===== config.mk =====
export PLATFORM = sky130hd
export DESIGN_NAME = des_cbc_ctrl
export DESIGN_NICKNAME = d
export VERILOG_FILES = /design/src/rtl/des_pkg.sv /design/src/rtl/des_cbc_ctrl.sv
export SDC_FILE = /design/constraint.sdc
export NUM_CORES = 1
export LEC_CHECK = 0
export ABC_AREA = 1
export BUFFER_PORTS_ARGS = -buffer_cell sky130_fd_sc_hd__buf_2
export CORE_MARGIN = 5
export CORE_UTILIZATION = 34
export CTS_BUF_LIST = sky130_fd_sc_hd__clkbuf_4 sky130_fd_sc_hd__clkbuf_8
export DETAILED_ROUTE_END_ITERATION = 10
export HOLD_SLACK_MARGIN = 0.12
export SLEW_MARGIN = 20
export SYNTH_ARGS = -nofsm -noshare
export SYNTH_HDL_FRONTEND = slang
export SYNTH_SLANG_ARGS = --single-unit

===== constraint.sdc =====
create_clock -name clk -period 1.35 [get_ports clk]
set_clock_uncertainty 0.1 [all_clocks]
set_input_delay 0.2025 -clock clk [delete_from_list [all_inputs] [get_ports clk]]
set_output_delay 0.2025 -clock clk [all_outputs]
set_load 0.1 [all_outputs]

===== src/rtl/des_pkg.sv =====
// rtl/des_pkg.sv - shared types and constants for the DES CBC mode controller
package des_pkg;

    typedef logic [63:0] des_block_t;

    typedef enum logic [1:0] {
        IDLE = 2'd0,
        CORE = 2'd1,
        OUT  = 2'd2
    } des_cbc_state_t;

    localparam logic [7:0] DES_PARITY_OK = 8'hFF;

    // Core reports one OddParity bit per key byte; all must be set
    function automatic logic parity_ok(input logic [7:0] p);
        return p == DES_PARITY_OK;
    endfunction

endpackage


===== src/rtl/des_cbc_ctrl.sv =====
// rtl/des_cbc_ctrl.sv - CBC streaming controller wrapped around a combinational DES core
// Optional ECB bypass port (ecb) is built when DES_CBC_ECB_EN is defined.
module des_cbc_ctrl
    import des_pkg::*;
#(
    parameter int SETTLE_CYCLES = 1
) (
    input  logic        clk,
    input  logic        reset,
    input  logic        key_load,
    input  logic [63:0] key_in,
    input  logic        iv_load,
    input  logic [63:0] iv_in,
    input  logic        mode_encrypt,
`ifdef DES_CBC_ECB_EN
    input  logic        ecb,
`endif
    input  logic        in_valid,
    output logic        in_ready,
    input  logic [63:0] in_data,
    output logic        out_valid,
    input  logic        out_ready,
    output logic [63:0] out_data,
    output logic        key_err,
    output logic [63:0] des_key,
    output logic        des_encrypt,
    output logic [63:0] des_din,
    input  logic [63:0] des_dout,
    input  logic [7:0]  des_parity
);

    localparam logic [3:0] CNT_INIT = 4'(SETTLE_CYCLES - 1);

    des_cbc_state_t state;
    logic [3:0]     cnt;
    logic           ready_q;
    logic           ecb_sel;
    logic           ecb_q;
    des_block_t     chain;
    des_block_t     blk;

`ifdef DES_CBC_ECB_EN
    assign ecb_sel = ecb;
`else
    assign ecb_sel = 1'b0;
`endif

    // A load cycle always blocks acceptance so key/IV updates never race a block
    assign in_ready = ready_q & ~key_load & ~iv_load;

    always_ff @(posedge clk) begin
        if (reset) begin
            state       <= IDLE;
            cnt         <= 4'd0;
            ready_q     <= 1'b0;
            ecb_q       <= 1'b0;
            chain       <= '0;
            blk         <= '0;
            out_valid   <= 1'b0;
            out_data    <= '0;
            key_err     <= 1'b0;
            des_key     <= '0;
            des_din     <= '0;
            des_encrypt <= 1'b0;
        end else begin
            case (state)
                IDLE: begin
                    ready_q <= 1'b1;
                    if (key_load) begin
                        des_key <= key_in;
                        key_err <= 1'b0;
                    end
                    if (iv_load) begin
                        chain <= iv_in;
                    end
                    if (in_valid && in_ready) begin
                        des_encrypt <= mode_encrypt;
                        ecb_q       <= ecb_sel;
                        blk         <= in_data;
                        des_din     <= (mode_encrypt && !ecb_sel) ? (in_data ^ chain) : in_data;
                        cnt         <= CNT_INIT;
                        ready_q     <= 1'b0;
                        state       <= CORE;
                    end
                end
                CORE: begin
                    if (cnt == 4'd0) begin
                        if (ecb_q || des_encrypt) begin
                            out_data <= des_dout;
                        end else begin
                            out_data <= des_dout ^ chain;
                        end
                        // Next chain value: ciphertext of this block in either direction
                        if (!ecb_q) begin
                            chain <= des_encrypt ? des_dout : blk;
                        end
                        if (!parity_ok(des_parity)) begin
                            key_err <= 1'b1;
                        end
                        out_valid <= 1'b1;
                        state     <= OUT;
                    end else begin
                        cnt <= cnt - 4'd1;
                    end
                end
                OUT: begin
                    if (out_ready) begin
                        out_valid <= 1'b0;
                        ready_q   <= 1'b1;
                        state     <= IDLE;
                    end
                end
                default: begin
                    state <= IDLE;
                end
            endcase
        end
    end

endmodule


# Word-level counts from Yosys, hierarchy flattened
# Index checks and enable logic that the tools add are counted.
# word_totals
reg_bits	330
out_inout_bits	196
in_bits	271
wordCells	66
# classes
muxes	23
n_bitwise	6
n_eq_ne	10
add_sub_neg	1
reduce_logical	15
# op_table
cell	count
$mux 64	5
$pmux 64 s2	1
$xor 64x64->64	2
$ne 2x2->1 const B	7
$reduce_and 3->1	4
$eq 8x8->1 const B	1
$mux 4	2
$pmux 4 s2	1
$reduce_and 2->1	4
$mux 1	7
$mux 2	3
$pmux 1 s2	3
$pmux 2 s3	1
$reduce_bool 2->1	3
$logic_not 4->1	1
$reduce_and 4->1	1
$sub 4x1->4 const B	1
$and 1x1->1	2
$eq 2x1->1 const B	1
$eq 2x2->1 const B	1
$logic_not 2->1	1
$not 1->1	2
$logic_and 1x1->1	1

# Longest topological paths before layout
# logic_depth
word_depth	6
depth_mapped	10
mapped_depth_nobuf	8

# Worst setup path before layout
# No wires, ideal clock.
# synth_path
path_kind	flip-flop to flip-flop
start	register ready_q
end	register des_din[33]
arrival_time_ns	2.540
stages_incl_launch_ff	10
setup_time_ns	0.117
period_less_slack_ns	2.757
setup_slack_ns	-1.407
n_path_buf	2
required_time_ns	1.133
path_cell_list	dfxtp_1 nand2_1 nor2_1 nand2_2 inv_2 buf_2 buf_2 nand2_1 nand2_1 nor2_1
# synth_between
elab_chain_len	4
# synth_lines
item	line	text
start, declared	des_cbc_ctrl.sv:36	logic ready_q;
start signal, assigned	des_cbc_ctrl.sv:55	ready_q <= 1'b0;
start signal, assigned	des_cbc_ctrl.sv:68	ready_q <= 1'b1;
start signal, assigned	des_cbc_ctrl.sv:82	ready_q <= 1'b0;
$and 1x1->1 (2 in a row)	des_cbc_ctrl.sv:49	assign in_ready = ready_q & ~key_load & ~iv_load;
via in_ready	des_cbc_ctrl.sv:19	output logic in_ready,
$logic_and 1x1->1	des_cbc_ctrl.sv:76	if (in_valid && in_ready) begin
$reduce_and 2->1 (no source line)	n/a	
end signal, assigned	des_cbc_ctrl.sv:80	des_din <= (mode_encrypt && !ecb_sel) ? (in_data ^ chain) : in_data;
end, declared	des_cbc_ctrl.sv:27	output logic [63:0] des_din,
# The timed path passes the listed nets, and every way through them passes these cells.
# A chain may end at the register's enable or synchronous reset.

# Final worst setup path
# layout_path
start	register state[1]
end	register chain[41]
# layout_between
elab_chain_len	3
word_cells_on_any_way	7
cone_classes	eq/ne: 3; mux: 1; reduce/logical: 3
# layout_lines
item	line	text
start, declared	des_cbc_ctrl.sv:34	des_cbc_state_t state;
start signal, assigned	des_cbc_ctrl.sv:53	state <= IDLE;
start signal, assigned	des_cbc_ctrl.sv:83	state <= CORE;
start signal, assigned	des_cbc_ctrl.sv:101	state <= OUT;
$eq 2x1->1 or $logic_not 2->1 (tied branches)	des_cbc_ctrl.sv:66	case (state)
$ne 2x2->1 (no source line) or $reduce_bool 2->1 (tied branches)	n/a	
$reduce_and 3->1 (no source line)	n/a	
end signal, assigned	des_cbc_ctrl.sv:74	chain <= iv_in;
end signal, assigned	des_cbc_ctrl.sv:95	chain <= des_encrypt ? des_dout : blk;
end, declared	des_cbc_ctrl.sv:39	des_block_t chain;
# Several ways; a longest one is shown, not always the timed one.

==> reports/summary.log <==
qor: grt.first_global_vias 18,700
qor: grt.busiest_layer met2
qor: grt.globalRouteMet3Util 0.0657
qor: placement.placed_cells 3,262
qor: logic_synthesis.synth-seq-cells 330
qor: logic_synthesis.synth_simple_gate_area_share 0.314
qor: clock_tree.clk_path_buf_depth 3
qor: grt.antenna_found_initial 3
qor: clock_tree.cts_buffers 58
qor: grt.grt.met2_usage 0.470
qor: logic_synthesis.yosys.cell_types.count 24
qor: drt.route.detailed.drc 0
qor: run_status.failed_checks setup timing
qor: clock_tree.cts.htree.levels 2
qor: logic_synthesis.synth_sequential_area_ratio 0.440
qor: logic_synthesis.synth-xor-area-share 0.0752
qor: setup_path.timing.critical_path.cells buf_6, nor2_4, nand3_4, buf_6, nand2_8, buf_12, clkbuf_16, nand2_2, a21oi_2
qor: drt.wire_per_inst 21.4 um
qor: die.row_count 77
qor: sta.timing.fmax 578 MHz
qor: sta.slew_headroom 0.749
qor: drt.vias_per_cell 5.15
qor: grt.grt.overflow.total 0
qor: logic_synthesis.yosys-mux-area-fraction 0
qor: clock_tree.tritoncts done
qor: grt.grtUsageMet1 0.306
qor: sta.max_slew_violations 0
qor: setup_path.critical_path.max_fanout 7
qor: setup_path.timing.setup.critical_path_class reg -> reg
qor: die.core_region_area 43,900 um^2
qor: sta.period_needed 1.73 ns
qor: sta.final-hold-violation-count 0
qor: sta.worst_slew_pin_slew 0.376 ns
qor: power.power.density_cell_area 962 nW/um^2
qor: logic_synthesis.post_synth_fa_ha_maj_area_fraction 0.00167
qor: clock_tree.clk_transition_reported_paths 0.06 ns
qor: setup_path.start_kind flop
qor: job.cap_violations 0
qor: min_path.timing.hold.worst_path_depth 7
qor: die.io_pins 467
qor: placement.portBuffers 466
qor: logic_synthesis.synth_cells 2,250
qor: placement.final_weighted_congestion_of_routability_driven_global_placement 0.861
qor: sta.rsz0062_at_grt true
qor: finish.final_layout_size_suffix_gt1_frac 0.445
qor: die.start_util 0.342
qor: die.design.die.area 48,500 um^2
qor: logic_synthesis.yosysWarnings 0
qor: logic_synthesis.dominant_combinational_cell_family_by_area_after_synthesis simple AND/OR/NAND/NOR gates
qor: drt.dr_total_vias 19,300
qor: sta.fin_crit_sh 1.28
qor: setup_path.worst-endpoint-arrival 2.21 ns
qor: grt.largest_net_degree_at_the_start_of_global_routing 74
qor: power.leakage_power_of_the_design 13.1 nW
qor: setup_path.timing.critical_path.slowest_cell_delay 0.33 ns
qor: sta.hold_slack 0.176 ns
qor: setup_path.crit_path_top_delay_cell dfxtp_2
qor: power.ir_worst_vdd 0.000718 V
qor: setup_path.timing.critical_path.mode_cell buf_6
qor: sta.setup_viol 525
qor: finish.final_net_count 3,380
qor: finish.most-common-layout-cells nor2_1, nand2_1, buf_2
qor: setup_path.critPathRequiredTime 1.83 ns
qor: grt.track_usage 0.267
qor: clock_tree.clock_sink_count 330
qor: die.floorplan.die.width 220 um
qor: finish.flow.area_growth_from_synthesis 102%
qor: logic_synthesis.synth_area 15,000 um^2
qor: drt.initialDrtViolationCount 1,568
qor: logic_synthesis.syn_avg_cell_area 6.68 um^2
qor: drt.routed_wirelength 80.1 mm
qor: grt.grt_first_pass_wirelength 102 mm
qor: setup_path.timing.critical_path.to_type flop
qor: clock_tree.clkLatencyLatePin 0.66 ns
qor: min_path.hold_class in -> reg
qor: setup_path.worstRegToRegCells 9
qor: finish.layout_commonest_cell nor2_1
qor: run_status.status finished, violations left
qor: placement.place.detailed.hpwl 41.1 mm
qor: finish.filler_cell_count 3,052
qor: finish.post_layout_nonfiller_instances 3,745
qor: drt.postRouteAntennaNets 0
qor: clock_tree.cts_root_buf clkbuf_8
qor: die.die_y 220 um
qor: logic_synthesis.synth.net_count 2,523
qor: sta.layout_setup_ws -0.380 ns
qor: logic_synthesis.synth-compound-area-share 0.0986
qor: drt.dr_pass1_iterations 6
sequential cells by signal (all words and copies together), names as in the netlist:
name	count
key_err	1
chain	64
blk	64
des_encrypt	1
cnt	4
des_key	64
des_din	64
out_data	64
ready_q	1
out_valid	1
state	2
metrics by stage:
stage	power [W]	setup slack [ns]	area, um^2	utilization	setup TNS (ns)
finish	0.0291	-0.380	30300	0.690	-101.65
global placement	0.0169	-0.242	22200	0.505	-38.39
global route	0.0301	-0.445	30300	0.690	-132.10
CTS	0.0280	-0.422	27600	0.628	-85.72
detailed placement	0.0170	-0.291	22200	0.505	-46.21
floorplan	0.0146	-0.408	16000	-	-64.41
logic make-up (layout without fill, tap and decap cells):
logic type,after synthesis,count (layout)
compound gates,295,295
xor+xnor,129,129
fa+ha+maj,2,2
buf+inv,258,1156
flops,330,330
other cells,0,4
simple gates,1236,1237
cells in the mapped netlist:
master,count,share of area
nor2_1,613,0.15
nand2_1,575,0.14
dfxtp_1,330,0.44
o21ai_0,205,0.068
xor2_1,128,0.075
inv_1,107,0.027
clkbuf_1,70,0.017
buf_2,62,0.021
o21ai_1,46,0.015
a21oi_1,42,0.014
nand3_1,41,0.014
buf_1,8,0.0020
inv_2,6,0.0015
buf_4,4,0.0020
nand2_2,3,0.0012
ha_1,2,0.0017
a211oi_1,1,0.00050
clkinv_1,1,0.00025
nand3_2,1,0.00067
nor2_4,1,0.00075
nor3_1,1,0.00033
o31ai_1,1,0.00050
or2_2,1,0.00042
xnor2_1,1,0.00058
metal layers:
metal	share of wire	up-vias
met1	0.37	9084
met4	0.057	0
met3	0.090	342
li1	-	8687
met5	0	-
met2	0.49	1170
final timing paths:
kind                                from   endpoint  slack, ns
worst max-delay path            state[1]  chain[41]      -0.38
worst min-delay path             iv_load  chain[55]       0.18
worst max register to register  state[1]  chain[41]      -0.38
worst min register to register    blk[5]     blk[5]       0.37
power by group:
group          leakage, nW  switching (W)  internal [W]  total [W]
combinational         9.66        0.00476       0.00346    0.00822
sequential            2.79       0.000581        0.0103     0.0108
clock                0.664        0.00446       0.00563     0.0101
total                 13.1        0.00980        0.0193     0.0291
critical path, delay by kind of cell (launching register included):
kind | cells | cell delay [ns]
buffers and inverters | 4 | 0.64
DFF | 1 | 0.33
and+or+nand+nor | 4 | 0.46
AOI/OAI and AO/OA | 1 | 0.11
layout make-up:
type / instances / area (um^2) / area share
Antenna cell: 4 / 10.0 / 0.000330
Sequential cell: 330 / 6910 / 0.228
Tap cell: 592 / 741 / 0.0244
Timing Repair inverter: 4 / 57.6 / 0.00190
Inverter: 114 / 519 / 0.0171
Multi-Input combinational cell: 1663 / 9430 / 0.311
Clock buffer: 94 / 1170 / 0.0386
Clock inverter: 8 / 73.8 / 0.00244
Timing Repair Buffer: 936 / 11400 / 0.376
timing repair:
action	4_1_cts	5_1_grt
hold buffers	268	0
endpoints found under the hold margin	330	0
setup endpoints to repair	525	525
cloned	24	44
gates resized for setup	336	501
setup buffers	23	20
pin swaps	23	200
No activity file was read; power rests on OpenSTA's default activity.
